[config.mk]
export PLATFORM = sky130hd
export DESIGN_NAME = ram_burst_reader
export DESIGN_NICKNAME = d
export VERILOG_FILES = /design/src/rtl/ram_burst_reader.sv
export SDC_FILE = /design/constraint.sdc
export NUM_CORES = 1
export LEC_CHECK = 0
export CORE_AREA = 3 3 224 226
export DETAILED_ROUTE_END_ITERATION = 12
export DIE_AREA = 0 0 227 229
export DONT_BUFFER_PORTS = 1
export GPL_ROUTABILITY_DRIVEN = 0
export PLACE_DENSITY_LB_ADDON = 0.12
export SETUP_SLACK_MARGIN = 0.5
export SYNTH_ARGS = -nofsm -noshare
export SYNTH_HDL_FRONTEND = slang
export SYNTH_SLANG_ARGS = --single-unit
[constraint.sdc]
create_clock -name clk_ps -period 3.1 [get_ports clk_ps]
set_clock_uncertainty 0.2 [all_clocks]
set_input_delay 0.465 -clock clk_ps [delete_from_list [all_inputs] [get_ports clk_ps]]
set_output_delay 0.465 -clock clk_ps [all_outputs]
set_load 0.1 [all_outputs]
[src/rtl/ram_burst_reader.sv]
// ram_burst_reader
// Multi-channel RAM read sequencer. A start pulse reads BURST_LEN words from
// every enabled channel RAM in ascending channel order. The words go out on a
// valid/ready stream tagged with their channel and with burst/frame markers.
//
// Ports
//   clk_ps       sole clock, rising edge
//   rst_n        asynchronous active-low reset
//   start        one-cycle frame request, ignored while busy
//   ch_mask      channel enable bits, captured when start is accepted
//   busy         high from the accepted start through the done cycle
//   done         one-cycle pulse once the last word has been delivered
//   ram_rd_en    one-hot read enable, bit = channel being read
//   ram_rd_addr  word address within the burst, shared by all RAMs
//   ram_rd_data  flat RAM outputs, channel k at [k*DATA_W +: DATA_W]
//   m_valid      output word valid
//   m_ready      downstream accept
//   m_data       output word
//   m_ch         channel index of m_data
//   m_sop        first word of a channel burst
//   m_eop        last word of a channel burst
//   m_last       last word of the frame
module ram_burst_reader #(
    parameter int NUM_CH    = 10,
    parameter int DATA_W    = 32,
    parameter int BURST_LEN = 8,
    parameter int RAM_LAT   = 2,
    localparam int AW = (BURST_LEN > 1) ? $clog2(BURST_LEN) : 1,
    localparam int CW = (NUM_CH > 1) ? $clog2(NUM_CH) : 1
) (
    input  logic                     clk_ps,
    input  logic                     rst_n,
    input  logic                     start,
    input  logic [NUM_CH-1:0]        ch_mask,
    output logic                     busy,
    output logic                     done,
    output logic [NUM_CH-1:0]        ram_rd_en,
    output logic [AW-1:0]            ram_rd_addr,
    input  logic [NUM_CH*DATA_W-1:0] ram_rd_data,
    output logic                     m_valid,
    input  logic                     m_ready,
    output logic [DATA_W-1:0]        m_data,
    output logic [CW-1:0]            m_ch,
    output logic                     m_sop,
    output logic                     m_eop,
    output logic                     m_last
);

    localparam int DEPTH = RAM_LAT + 2;
    localparam int PW    = $clog2(DEPTH);
    localparam int CNT_W = $clog2(DEPTH + 1);

    typedef enum logic [1:0] {IDLE, ISSUE, DRAIN, FINISH} state_t;

    typedef struct packed {
        logic [CW-1:0] ch;
        logic          sop;
        logic          eop;
        logic          last;
    } tag_t;

    typedef struct packed {
        logic [DATA_W-1:0] data;
        tag_t              tag;
    } entry_t;

    state_t            state;
    logic [NUM_CH-1:0] mask_q;
    logic [CW-1:0]     ch;
    logic [AW-1:0]     addr;
    logic [CNT_W-1:0]  outstanding;
    logic [CNT_W-1:0]  fifo_count;
    logic [RAM_LAT:0]  pipe_vld;
    tag_t              pipe_tag [RAM_LAT+1];
    entry_t            fifo_mem [DEPTH];
    logic [PW-1:0]     rd_ptr;
    logic [PW-1:0]     wr_ptr;
    entry_t            head;

    logic [NUM_CH-1:0] sel_mask;
    logic [CW-1:0]     sel_ch;
    logic [AW-1:0]     sel_addr;
    logic [CW:0]       first_hit;
    logic [CW:0]       next_hit;
    logic              tag_sop;
    logic              tag_eop;
    logic              tag_last;
    logic              credit_ok;
    logic              do_issue;
    logic              push;
    logic              pop;
    logic [DATA_W-1:0] cap_data;

    // Lowest set bit of m strictly above index 'from'; MSB of result = found.
    function automatic logic [CW:0] find_above(input logic [NUM_CH-1:0] m, input int from);
        logic [CW:0] r;
        r = '0;
        for (int i = NUM_CH - 1; i >= 0; i--) begin
            if (i > from && m[i]) r = {1'b1, CW'(i)};
        end
        return r;
    endfunction

    function automatic logic [PW-1:0] ptr_inc(input logic [PW-1:0] p);
        return (p == PW'(DEPTH - 1)) ? '0 : p + 1'b1;
    endfunction

    // The read position about to be issued: in IDLE it is the first enabled
    // channel of the incoming mask, so the first read goes out the cycle
    // after start; otherwise it is the running channel/address.
    // The credit check lets the head word popped this cycle hand its slot
    // straight to a new read, which keeps the stream free of bubbles.
    always_comb begin
        first_hit = find_above(ch_mask, -1);
        if (state == IDLE) begin
            sel_mask = ch_mask;
            sel_ch   = first_hit[CW-1:0];
            sel_addr = '0;
        end else begin
            sel_mask = mask_q;
            sel_ch   = ch;
            sel_addr = addr;
        end
        next_hit  = find_above(sel_mask, int'(sel_ch));
        tag_sop   = (sel_addr == '0);
        tag_eop   = (sel_addr == AW'(BURST_LEN - 1));
        tag_last  = tag_eop & ~next_hit[CW];
        pop       = m_valid & m_ready;
        push      = pipe_vld[RAM_LAT];
        credit_ok = (int'(outstanding) + int'(fifo_count)) < (DEPTH + int'(pop));
        do_issue  = ((state == IDLE) && start && first_hit[CW]) ||
                    ((state == ISSUE) && credit_ok);
        cap_data  = ram_rd_data[pipe_tag[RAM_LAT].ch * DATA_W +: DATA_W];
    end

    // Frame sequencer. FINISH is the single done cycle, during which busy is
    // still high, so a start arriving alongside done is ignored.
    always_ff @(posedge clk_ps or negedge rst_n) begin
        if (!rst_n) begin
            state       <= IDLE;
            mask_q      <= '0;
            ch          <= '0;
            addr        <= '0;
            busy        <= 1'b0;
            done        <= 1'b0;
            ram_rd_en   <= '0;
            ram_rd_addr <= '0;
        end else begin
            done <= 1'b0;
            if (do_issue) begin
                ram_rd_en   <= NUM_CH'(1) << sel_ch;
                ram_rd_addr <= sel_addr;
                if (tag_eop) begin
                    addr <= '0;
                    ch   <= next_hit[CW-1:0];
                end else begin
                    addr <= sel_addr + 1'b1;
                    ch   <= sel_ch;
                end
            end else begin
                ram_rd_en <= '0;
            end
            case (state)
                IDLE: begin
                    if (start) begin
                        busy <= 1'b1;
                        if (first_hit[CW]) begin
                            mask_q <= ch_mask;
                            state  <= tag_last ? DRAIN : ISSUE;
                        end else begin
                            done  <= 1'b1;
                            state <= FINISH;
                        end
                    end
                end
                ISSUE: begin
                    if (do_issue && tag_last) state <= DRAIN;
                end
                DRAIN: begin
                    // Done lands the cycle after the final word is accepted.
                    if (outstanding == '0 &&
                        (fifo_count == '0 || (fifo_count == CNT_W'(1) && pop))) begin
                        done  <= 1'b1;
                        state <= FINISH;
                    end
                end
                FINISH: begin
                    busy  <= 1'b0;
                    state <= IDLE;
                end
                default: state <= IDLE;
            endcase
        end
    end

    // Tag pipeline: stage 0 lines up with ram_rd_en, stage RAM_LAT with the
    // cycle the RAM data is valid. Outstanding counts reads not yet captured.
    always_ff @(posedge clk_ps or negedge rst_n) begin
        if (!rst_n) begin
            pipe_vld    <= '0;
            outstanding <= '0;
            for (int i = 0; i <= RAM_LAT; i++) pipe_tag[i] <= '0;
        end else begin
            pipe_vld[0] <= do_issue;
            pipe_tag[0] <= {sel_ch, tag_sop, tag_eop, tag_last};
            for (int i = 1; i <= RAM_LAT; i++) begin
                pipe_vld[i] <= pipe_vld[i-1];
                pipe_tag[i] <= pipe_tag[i-1];
            end
            outstanding <= outstanding + CNT_W'(do_issue) - CNT_W'(push);
        end
    end

    // Output FIFO. Storage is cleared on reset so every output reads zero.
    always_ff @(posedge clk_ps or negedge rst_n) begin
        if (!rst_n) begin
            rd_ptr     <= '0;
            wr_ptr     <= '0;
            fifo_count <= '0;
            for (int i = 0; i < DEPTH; i++) fifo_mem[i] <= '0;
        end else begin
            if (push) begin
                fifo_mem[wr_ptr] <= {cap_data, pipe_tag[RAM_LAT]};
                wr_ptr           <= ptr_inc(wr_ptr);
            end
            if (pop) rd_ptr <= ptr_inc(rd_ptr);
            fifo_count <= fifo_count + CNT_W'(push) - CNT_W'(pop);
        end
    end

    assign head    = fifo_mem[rd_ptr];
    assign m_valid = (fifo_count != '0);
    assign m_data  = head.data;
    assign m_ch    = head.tag.ch;
    assign m_sop   = head.tag.sop;
    assign m_eop   = head.tag.eop;
    assign m_last  = head.tag.last;

endmodule
### Word-level counts from Yosys, hierarchy flattened

Cells that the tools add are included.

* reductions and logical operators: 27
* shift operators: 2
* bitwise logic cells: 5
* magnitude comparators: 13
* $add $sub $neg: 9
* equal/unequal tests: 10
* mux-type cells: 45

Operators by type and width (number)
* $shiftx 320x10->32: 1
* $bwmux 156: 1
* $mux 39: 3
* $mux 5: 19
* $bmux 39 s2: 1
* $demux 39 s2: 1
* $mux 10: 2
* $gt 3x4->1 const A: 4
* $logic_and 1x1->1: 16
* $mux 2: 7
* $shl 1x4->10 const A: 1
* $logic_not 3->1: 3
* $eq 2x2->1 const B: 4
* $gt 2x4->1 const A: 2
* $gt 4x4->1 const A: 2
* $mux 4: 2
* $pmux 2 s4: 1
* $add 3x1->3: 2
* $ge 3x3->1 const B: 2
* $mux 3: 2
* $not 2->3: 2
* $reduce_and 3->1: 2
* $sub 3x1->3: 2
* $add 2x1->2 const B: 2
* other kinds (20): 27

* flip-flop bits (word level): 224
* logic and storage cells: 156

### Logic depth before layout (Yosys ltp)

* depth in word-level cells: 28
* gate-level depth with buffers: 15
* gate-level depth less buffers: 12

### Worst setup path before layout

OpenSTA, ideal clock, no wires.

* kind: register to register
* from: reg fifo_count[1]
* to: reg outstanding[2]
* path buffers: 1
* arrival time: 3.199 ns
* stages on the path, launching flop included: 13
* required time: 2.772 ns
* setup slack: -0.427 ns
* cell sequence: dfrtp_1 or3_1 nand2_1 o31ai_1 a41oi_2 buf_2 ha_1 inv_1 ha_1 inv_1 fa_1 xnor2_1 xnor2_1

* cells in the longest elaborated chain, start to end: 8
* elaborated cells between the ends (all ways): 9
* classes of those cells: 4 x add/sub; 1 x order compare; 1 x bitwise; 3 x reduce/logical

RTL lines
* start: declaration: RTL line 72 `logic [CNT_W-1:0] fifo_count;`
* start signal: assignment: RTL line 227 `fifo_count <= fifo_count + CNT_W'(push) - CNT_W'(pop);`
* $reduce_bool 3->1: RTL line 232 `assign m_valid = (fifo_count != '0);`
* named net m_valid: RTL line 40 `output logic m_valid,`
* $and 1x1->1: RTL line 128 `pop = m_valid & m_ready;`
* $add 3x1->4: RTL line 130 `credit_ok = (int'(outstanding) + int'(fifo_count)) < (DEPTH + int'(pop));`
* $lt 4x4->1: RTL line 130
* $logic_and 1x1->1: RTL line 132 `((state == ISSUE) && credit_ok);`
* $logic_or 1x1->1: RTL line 131 `do_issue = ((state == IDLE) && start && first_hit[CW]) ||`
* $add 3x1->3: RTL line 210 `outstanding <= outstanding + CNT_W'(do_issue) - CNT_W'(push);`
* $sub 3x1->3: RTL line 210
* end signal: assignment: RTL line 210
* end: declaration: RTL line 71 `logic [CNT_W-1:0] outstanding;`

The timed path passes the listed nets, and every way through them passes these cells.
A chain may end at the register's enable or synchronous reset.

### Worst setup path in the final report

* from: reg fifo_count[0]
* to: reg outstanding[2]

* cells in the longest elaborated chain, start to end: 8
* elaborated cells between the ends (all ways): 9
* classes of those cells: 4 x add/sub; 1 x order compare; 1 x bitwise; 3 x reduce/logical

RTL lines (RTL line)
* $reduce_bool 3->1: 232
* $and 1x1->1: 128
* $add 3x1->4: 130
* $lt 4x4->1 *: 130
* $logic_and 1x1->1 *: 132
* $logic_or 1x1->1 *: 131
* $add 3x1->3 *: 210
* $sub 3x1->3 *: 210

Every way passes the cells marked *; elsewhere a longest branch is shown, timed or not.

==> results.json <==
{
  "violations": "negative hold slack",
  "drtAntennaViolNets": 0,
  "root_buffer": "clkbuf_16",
  "worstSetupEndpoint": "outstanding[2]$_DFF_PN0_",
  "slew_viol_final": 0,
  "areaGrowthSynthToFinish_pct": 21.8,
  "finalHoldViolCount": 223,
  "worstSetupPathType": "reg2reg",
  "irDropWorstVdd_v": 0.000465,
  "dpl-instance-area_sq_um": 13100,
  "syn_area_sq_um": 12100,
  "ctsHoldBuffers": 11,
  "fin_setup_tns_ns": 0,
  "endpoint_kind": "register",
  "regToRegSetupSlack_ns": 0.26,
  "num_rows": 81,
  "initial_core_util": 0.249,
  "rsz0062_at_grt": "yes",
  "relSlewSlack": 0.371,
  "worst_slack_ns": 0.264,
  "cts_buffers": 28,
  "p_total_uw": 21400,
  "drive_gt1_frac": 0.308,
  "port_buffers": 0,
  "die_w_um": 227,
  "cp-start-kind": "register",
  "fmax_ghz": 0.353,
  "cts.sinks": 223,
  "synth_cell_types": 53,
  "fp.dieH_um": 229,
  "viasPerCell": 4.94,
  "async_flop_share": 1.00,
  "gr-total-overflow": 0,
  "ys_seq_area_frac": 0.461,
  "nNetsFinal": 1470,
  "synth_top_family_by_area": "multiplexers",
  "synth_edf_count": 0,
  "setup_viol_count_final": 0,
  "synth-main-ff-cell": "dfrtp_1",
  "synth_xor_area_frac": 0.00362,
  "wire_per_inst_um": 23.9,
  "ff2ff_path_depth": 12,
  "r2r_start": "fifo_count[0]$_DFF_PN0_",
  "drtPass1Iterations": 4,
  "cp_max_fo": 2,
  "grt_pass1_wl_um": 59400,
  "yosys.area_share.simple": 0.0994,
  "clk_latency_ns": 0.55,
  "ys_warn_count": 0,
  "synth_compound_area_frac": 0.115,
  "required_ns": 3.34,
  "drt_iter0_drc": 530,
  "drv_cap": 0,
  "period_share": 0.915,
  "synth.area.mux_share": 0.262,
  "crit_arrival_ns": 3.07,
  "drt-total-wl_um": 42200,
  "dp_slack_ns": -0.00605,
  "synth_adder_area_share": 0.0246,
  "synth_area_per_cell_sq_um": 11.3,
  "cts_tree": "built",
  "period_needed_ns": 2.84,
  "fin_util": 0.303,
  "ios": 389,
  "status": "finished with violations",
  "p_leak_uw": 0.00584,
  "timing.rr.end": "outstanding[2]$_DFF_PN0_",
  "syn_nets": 1430,
  "power.density_nw_per_um2": 1450,
  "holdCritPathClass": "in2async",
  "vias": 8737,
  "fin_hold_ws_ns": -0.594,
  "path_clk_slew_ns": 0.06,
  "syn_inst": 1074,
  "track_usage": 0.153,
  "clk_path_buf_depth": 3,
  "hpwl_um": 29800,
  "tightest_slew_ns": 0.943,
  "coreArea_sq_um": 48500,
  "ys_ff_latch": 223,
  "grt_pass1_vias": 8993,
  "stdcell_area_sq_um": 14700,
  "grt_antenna_before_repair": 17,
  "critical_path.startpoint": "fifo_count[0]$_DFF_PN0_",
  "grt_max_degree": 224,
  "h-tree-depth": 1,
  "drcViolationCount": 0,
  "die_area_sq_um": 52000
}
-- per-layer routing --
| metal | up-vias | global-route usage | share of wire |
|---|---|---|---|
| met5 | - | 0 | 0.00031 |
| met4 | 2 | 0.0422 | 0.030 |
| met3 | 65 | 0.0352 | 0.072 |
| met2 | 320 | 0.249 | 0.47 |
| met1 | 4363 | 0.205 | 0.42 |
| li1 | 3987 | - | - |
-- cell usage after synthesis, types with 7 or more instances --
cell	number	area share
buf_1	14	0.0043
a21oi_1	198	0.082
dfrtp_1	223	0.46
mux4_2	103	0.19
buf_2	12	0.0050
nand2_1	30	0.0093
nor2b_1	7	0.0036
ha_1	19	0.020
mux2_2	39	0.036
mux2i_1	39	0.032
o21ai_0	24	0.0099
nor2_1	209	0.065
clkbuf_1	54	0.017
inv_1	27	0.0084
nor3_1	7	0.0029
-- report_power, final --
part | total [uW] | internal, uW | switching, uW
combinational | 12800 | 4470 | 8370
clock | 3160 | 1860 | 1290
sequential | 5380 | 4220 | 1160
total | 21400 | 10500 | 10800
-- repair_timing --
item,in CTS,in global routing
pin swaps,7,12
endpoints found under the hold margin,236,223
endpoints found under the setup margin,102,148
gates resized for setup,29,51
buffers inserted,17,9
gates cloned,3,4
-- worst min path at each step --
stage | endpoint | slack (ns) | cells after the start
after floorplan | addr[0]$_DFFE_PN0P_ | -0.03 | 0
after global placement | fifo_mem[37]$_DFFE_PN0P_ | -0.007 | 0
after detailed placement | fifo_mem[37]$_DFFE_PN0P_ | -0.008 | 0
after CTS | fifo_mem[37]$_DFFE_PN0P_ | -0.61 | 0
after global routing | fifo_mem[37]$_DFFE_PN0P_ | -0.63 | 0
final | fifo_mem[76]$_DFFE_PN0P_ | -0.59 | 0
-- final cells by class --
cell class                      instances  area, sq um
Clock buffer                           40          796
Timing Repair Buffer                   88          932
Multi-Input combinational cell        743         6380
Sequential cell                       223         5590
Antenna cell                           10         25.0
Tap cell                              622          778
Clock inverter                         11         96.3
Fill cell                            4968        33800
Timing Repair inverter                  2         15.0
Inverter                               28          113
-- critical path, stage by stage (launching register included) --
cell and delay, ns:
dfrtp_1 0.38, ha_2 0.20, fa_2 0.35, xor2_2 0.18
o31ai_4 0.10, a41oi_2 0.25, ha_4 0.24, inv_2 0.06
ha_4 0.11, inv_2 0.03, fa_2 0.34, xnor2_2 0.14
xnor2_1 0.12
-- layout by cell type, fill, tap and decap left out, types with 7 or more instances in the layout --
| cell type | count |
|---|---|
| a21oi_1 | 173 |
| a21oi_2 | 25 |
| buf_12 | 10 |
| buf_4 | 55 |
| buf_6 | 7 |
| clkbuf_1 | 7 |
| clkbuf_16 | 31 |
| clkinv_2 | 7 |
| dfrtp_1 | 218 |
| diode_2 | 10 |
| dlygate4sd3_1 | 11 |
| ha_1 | 13 |
| inv_1 | 20 |
| mux2_2 | 39 |
| mux2i_1 | 39 |
| mux4_2 | 103 |
| nand2_1 | 26 |
| nor2_1 | 208 |
| o21ai_0 | 19 |
-- per-stage QoR --
step                hold slack (ns)  instances
floorplan                   -0.0306       1074
global placement           -0.00724       1662
detailed placement         -0.00753       1662
CTS                          -0.613       1744
global route                 -0.631       1763
finish                       -0.594       1767
-- sequential cells by signal (all words and copies together) (netlist names) --
| name | cells |
|---|---|
| fifo_count | 3 |
| fifo_mem | 156 |
| state | 2 |
| pipe_tag | 21 |
| mask_q | 9 |
| ch | 4 |
| ram_rd_addr | 3 |
| ram_rd_en | 10 |
| addr | 3 |
| wr_ptr | 2 |
| done | 1 |
| busy | 1 |
| rd_ptr | 2 |
| outstanding | 3 |
| pipe_vld | 3 |
-- logic make-up (layout without fill, tap and decap cells) --
| kind of cell | Yosys count | count (layout) |
|---|---|---|
| AND/OR/NAND/NOR | 282 | 282 |
| AO/OA/AOI/OAI | 252 | 252 |
| flip-flops | 223 | 223 |
| multiplexers | 182 | 182 |
| buffers and inverters | 108 | 169 |
| adder cells (fa/ha/maj) | 22 | 22 |
| XOR/XNOR | 5 | 5 |
| other | 0 | 10 |
No activity file was read; power rests on OpenSTA's default activity.
